===== src/rtl/mem_port_arbiter.sv =====
// mem_port_arbiter
// Shares one single-port memory between the fetch stage (read-only) and the
// MEM stage (load/store with byte enables). Only one transaction is in flight
// at a time. Data requests win by default, and a streak counter forces a fetch
// grant after STARVE_LIMIT consecutive data grants while a fetch is waiting.
//
// Ports
//   clk, reset                  clock (rising edge), async active-low reset
//   if_req/if_addr              fetch request; held until if_gnt
//   if_gnt, if_rvalid, if_rdata fetch grant pulse, response pulse, held data
//   dm_req/we/be/addr/wdata     data request; held until dm_gnt
//   dm_gnt, dm_rvalid, dm_rdata data grant pulse, response pulse, held data
//   mem_req/we/be/addr/wdata    registered memory request fields
//   mem_ready                   memory accepts the request this cycle
//   mem_rvalid, mem_rdata       memory read response
//   busy                        a transaction is in progress
module mem_port_arbiter #(
    parameter int unsigned STARVE_LIMIT = 4,  // legal range 1..15
    parameter int unsigned AW           = 32
) (
    input  logic          clk,
    input  logic          reset,
    input  logic          if_req,
    input  logic [AW-1:0] if_addr,
    output logic          if_gnt,
    output logic          if_rvalid,
    output logic [31:0]   if_rdata,
    input  logic          dm_req,
    input  logic          dm_we,
    input  logic [3:0]    dm_be,
    input  logic [AW-1:0] dm_addr,
    input  logic [31:0]   dm_wdata,
    output logic          dm_gnt,
    output logic          dm_rvalid,
    output logic [31:0]   dm_rdata,
    output logic          mem_req,
    output logic          mem_we,
    output logic [3:0]    mem_be,
    output logic [AW-1:0] mem_addr,
    output logic [31:0]   mem_wdata,
    input  logic          mem_ready,
    input  logic          mem_rvalid,
    input  logic [31:0]   mem_rdata,
    output logic          busy
);

    typedef enum logic [1:0] {IDLE, REQ, RESP} state_t;
    typedef enum logic {OWN_FETCH, OWN_DATA} owner_t;

    localparam logic [3:0] LIMIT = 4'(STARVE_LIMIT);

    state_t        state_q;
    owner_t        owner_q;
    logic [3:0]    streak_q, streak_d;
    logic          mem_req_q, mem_we_q;
    logic [3:0]    mem_be_q;
    logic [AW-1:0] mem_addr_q;
    logic [31:0]   mem_wdata_q;
    logic          if_rvalid_q, dm_rvalid_q;
    logic [31:0]   if_rdata_q, dm_rdata_q;
    logic          data_wins, fetch_wins;

    // Data wins unless a fetch has waited through STARVE_LIMIT data grants.
    assign data_wins  = dm_req & ~(if_req & (streak_q == LIMIT));
    assign fetch_wins = if_req & ~data_wins;

    // Grants are combinational so the requester sees them in the IDLE cycle.
    assign dm_gnt = (state_q == IDLE) & data_wins;
    assign if_gnt = (state_q == IDLE) & fetch_wins;

    always_comb begin
        // NOTE: default first so every path assigns streak_d and no latch is inferred.
        streak_d = streak_q;
        if (dm_gnt) begin
            if (!if_req)               streak_d = 4'd0;
            else if (streak_q < LIMIT) streak_d = streak_q + 4'd1;
        end else if (if_gnt) begin
            streak_d = 4'd0;
        end
    end

    always_ff @(posedge clk or negedge reset) begin
        if (!reset) begin
            // NOTE: non-blocking assignments keep every register sampling pre-edge values.
            state_q     <= IDLE;
            owner_q     <= OWN_FETCH;
            streak_q    <= 4'd0;
            mem_req_q   <= 1'b0;
            mem_we_q    <= 1'b0;
            mem_be_q    <= 4'd0;
            mem_addr_q  <= '0;
            mem_wdata_q <= 32'd0;
            if_rvalid_q <= 1'b0;
            dm_rvalid_q <= 1'b0;
            if_rdata_q  <= 32'd0;
            dm_rdata_q  <= 32'd0;
        end else begin
            if_rvalid_q <= 1'b0;
            dm_rvalid_q <= 1'b0;
            case (state_q)
                IDLE: begin
                    streak_q <= streak_d;
                    if (dm_gnt) begin
                        owner_q     <= OWN_DATA;
                        mem_req_q   <= 1'b1;
                        mem_we_q    <= dm_we;
                        mem_be_q    <= dm_be;
                        mem_addr_q  <= dm_addr;
                        mem_wdata_q <= dm_wdata;
                        state_q     <= REQ;
                    end else if (if_gnt) begin
                        owner_q     <= OWN_FETCH;
                        mem_req_q   <= 1'b1;
                        mem_we_q    <= 1'b0;
                        mem_be_q    <= 4'b1111;
                        mem_addr_q  <= if_addr;
                        mem_wdata_q <= 32'd0;
                        state_q     <= REQ;
                    end
                end
                REQ: begin
                    if (mem_ready) begin
                        mem_req_q <= 1'b0;
                        if (mem_we_q) begin
                            // Stores complete on acceptance; only data can write.
                            dm_rvalid_q <= 1'b1;
                            dm_rdata_q  <= 32'd0;
                            state_q     <= IDLE;
                        end else begin
                            state_q <= RESP;
                        end
                    end
                end
                RESP: begin
                    if (mem_rvalid) begin
                        if (owner_q == OWN_DATA) begin
                            dm_rdata_q  <= mem_rdata;
                            dm_rvalid_q <= 1'b1;
                        end else begin
                            if_rdata_q  <= mem_rdata;
                            if_rvalid_q <= 1'b1;
                        end
                        state_q <= IDLE;
                    end
                end
                default: state_q <= IDLE;
            endcase
        end
    end

    assign mem_req   = mem_req_q;
    assign mem_we    = mem_we_q;
    assign mem_be    = mem_be_q;
    assign mem_addr  = mem_addr_q;
    assign mem_wdata = mem_wdata_q;
    assign if_rvalid = if_rvalid_q;
    assign if_rdata  = if_rdata_q;
    assign dm_rvalid = dm_rvalid_q;
    assign dm_rdata  = dm_rdata_q;
    assign busy      = (state_q != IDLE);

endmodule


===== config.mk =====
export PLATFORM = sky130hd
export DESIGN_NAME = mem_port_arbiter
export DESIGN_NICKNAME = d
export VERILOG_FILES = /design/src/rtl/mem_port_arbiter.sv
export SDC_FILE = /design/constraint.sdc
export NUM_CORES = 1
export LEC_CHECK = 0
export ABC_AREA = 1
export CELL_PAD_IN_SITES_DETAIL_PLACEMENT = 0
export CELL_PAD_IN_SITES_GLOBAL_PLACEMENT = 1
export CORE_UTILIZATION = 33
export CTS_BUF_LIST = sky130_fd_sc_hd__clkbuf_8
export CTS_CLUSTER_DIAMETER = 60
export DETAILED_ROUTE_END_ITERATION = 10
export GPL_TIMING_DRIVEN = 0
export PLACE_DENSITY = 0.95
export SYNTH_ARGS = -nofsm -noshare
export SYNTH_HDL_FRONTEND = slang
export SYNTH_SLANG_ARGS = --single-unit

===== constraint.sdc =====
create_clock -name clk -period 2.4 [get_ports clk]
set_input_delay 0.48 -clock clk [delete_from_list [all_inputs] [get_ports clk]]
set_output_delay 0.48 -clock clk [all_outputs]
set_load 0.005 [all_outputs]

==> metrics.md <==
| Metric | Value |
|---|---|
| Outcome | `finished, final reports clean` |
| Top_reg_cell synth | `dfrtp_1` |
| RSZ-0062 raised after global routing | `false` |
| Normalized max-slew margin | `0.5763` |
| Critical path class | `flip-flop to output port` |
| Seq/Total Area, Yosys | `0.5971` |
| Router iterations before antenna repair | `4` |
| CTS Buf Count | `17` |
| Total congestion overflow | `0` |
| Layout cells sized above 1 | `0.07996` |
| Synth cell count leaders | `nand2_1 (309), dfrtp_1 (143), nand3_1 (98)` |
| Setup Total Neg Slack | `0 ns` |
| Setup violators final | `0` |
| Detailed-route via count | `5645` |
| Fin crit period | `2.226 ns` |
| Max-slew violation total from the final report | `0` |
| CTS clock-pin slew for the worst setup and hold paths | `0.08 ns` |
| Synth-to-Final Area Change | `59.21%` |
| Async SR Flop Fraction | `1.000` |
| Mapped Avg Cell Area | `8.853 µm²` |
| Largest net degree at the start of global routing | `79` |
| Max Clock Skew | `0.01228 ns` |
| Worst skew pair latency | `0.44 ns` |
| IO Port Bufs | `277` |
| Netlist cell types | `24` |
| Critical Path Fanout Max | `7` |
| Post-CTS Hold Buffers | `0` |
| Critical Path RT | `1.92 ns` |
| Root buffer cell | `clkbuf_8` |
| Core area | `0.01754 mm²` |
| Wirelength per Cell | `15.30 µm` |
| Initial antenna violation count | `0` |
| Overall die height | `136.8 µm` |
| Max Cap Violations | `0` |
| Placed Instance Area | `0.009076 mm²` |
| PD cells | `1216 mW/mm²` |
| Final worst slack | `0.1737 ns` |
| I/O pin total | `278` |
| Worst slew pin tran | `0.6355 ns` |
| Detail Placement HPWL | `13610 µm` |
| Fillers | `1611` |
| Post-synth top area cell | `dfrtp_1` |
| Number of global-route vias before repair | `5667` |
| Max Root-Sink Buffers | `2` |
| Number of DRC markers in iteration 0 | `252` |
| Worst path arrival time | `1.75 ns` |
| Dominant cells by area after synthesis | `dfrtp_1 (60%), nand2_1 (19%), nand3_1 (8.2%), o21ai_0 (3.0%), buf_6 (2.3%)` |
| EDFF count, synth | `0` |
| # diodes | `0` |
| H-tree depth | `4` |
| GRT Resource Usage Total | `0.2055` |
| Cell with the most instances after synthesis | `nand2_1` |
| Die ar. | `0.01870 mm²` |
| # clock sinks | `143` |
| CP Capture Type | `output port` |
| Final Instance Area | `0.009542 mm²` |
| Ratio of final minimum period to clock period | `0.9276` |
| RePlAce Congestion | `0.7920` |
| CTS tree | `built` |
| WHS | `0.02232 ns` |
| Initial Util | `0.3418` |
| Yosys top cell area share | `0.5971` |
| Pleak | `4.608 nW` |
| Worst vdd ir | `0.0006310 V` |
| Number of synthesized register bits | `143` |
| Pre-CTS setup slack | `-0.2815 ns` |
| DRC viols | `0` |
| First-pass GRT wire length | `29350 µm` |
| Final #Nets | `1120` |
| Die width | `136.8 µm` |
| Vias per inst | `4.654` |
| Final hold viol count | `0` |
| Core Rows | `48` |
| CP startpoint kind | `flip-flop` |
| Synth Net Count | `821` |
| Mapped cell area | `0.005993 mm²` |
| Post-route ant nets | `0` |
| Max frequency | `449.2 MHz` |
| Routed WL | `18550 µm` |
| Yosys Warn Count | `0` |
| Hold Crit Class | `input port to asynchronous set/reset pin` |
| Post-Syn Instances | `677` |
-- flip-flops by register name (all words and copies together), names as in the netlist --
signal,count
dm_rdata,32
if_rdata,32
mem_addr,32
mem_wdata,32
mem_be,4
streak_q,4
state_q,2
dm_rvalid,1
if_rvalid,1
mem_req,1
mem_we,1
owner_q,1
-- layer usage --
metal	track usage	vias up	wire (µm)
met5	0	-	0
met4	0.05988	0	296
met3	0.06926	18	1403
met2	0.3446	201	9119
met1	0.2492	2666	7735
li1	-	2760	-
-- metrics by stage --
step / power, mW / util / cells
6_report: 11.61 / 0.5441 / 1213
5_1_grt: 12.48 / 0.5441 / 1213
4_1_cts: 11.76 / 0.5442 / 1213
3_5_place_dp: 9.532 / 0.5176 / 1180
3_3_place_gp: 9.408 / 0.5159 / 1179
2_1_floorplan: 6.276 / - / 677
-- cell type report --
type                            count  area [µm²]  area share
Inverter                           24       90.09    0.009441
Timing Repair Buffer              281        2824      0.2960
Tap cell                          225       281.5     0.02950
Clock inverter                     13       187.7     0.01967
Clock buffer                       18       247.7     0.02596
Sequential cell                   143        3578      0.3750
Buffer                             39       262.8     0.02754
Multi-Input combinational cell    470        2069      0.2169
-- path summary, 6_finish.rpt --
path,start,endpoint,slack [ns],cells past startpoint
max,state_q[0],busy,0.17,4
min,reset,if_rdata[24],0.02,1
max reg2reg,state_q[0],dm_rdata[3],0.69,9
min reg2reg,if_rdata[23],if_rdata[23],0.48,2
max in group asynchronous,reset,streak_q[2],1.59,2
min in group clk,if_rdata[23],if_rdata[23],0.48,2
-- cell usage in the layout (no fill, tap or decap), drive strengths merged --
cell type      Yosys  final
a21boi             1      1
a21oi              1      1
buf               34     38
bufinv             0      4
clkbuf             6     24
clkdlybuf4s15      0      1
clkdlybuf4s50      0    274
clkinv             2      5
clkinvlp           0      2
dfrtp            143    143
dlygate4sd2        0      1
ha                 5      5
inv               22     26
nand2            309    309
nand3            100    100
nand4              5      5
nor2               4      4
o211ai             2      2
o21ai             38     38
o22ai              4      4
xor2               1      1
-- critical path, stage by stage, from the launching register on --
cell,delay [ns]
dfrtp_1,0.39
inv_1,0.10
ha_4,0.20
inv_1,0.07
clkdlybuf4s50_1,0.56
-- power by group --
group	switching, mW	total (mW)	internal [mW]
logic	2.41	5.36	2.95
registers	0.614	4.13	3.51
clock network	0.962	2.12	1.16
-- cells by family (layout without fill, tap and decap cells) --
kind of cell	count (synthesis)	in the layout	share of synthesized area
buffers and inverters	64	375	0.06013
DFF	143	143	0.5971
xor gates and xnor gates	1	1	0.001462
adders and majority gates	5	5	0.01044
AOI/OAI and AO/OA	46	46	0.04321
and+or+nand+nor	418	418	0.2877
-- timing repair --
action	CTS	global route
endpoints found under the setup margin	2	2
resized for setup	7	1
setup buffers	2	1
No activity file was read; power rests on OpenSTA's default activity.
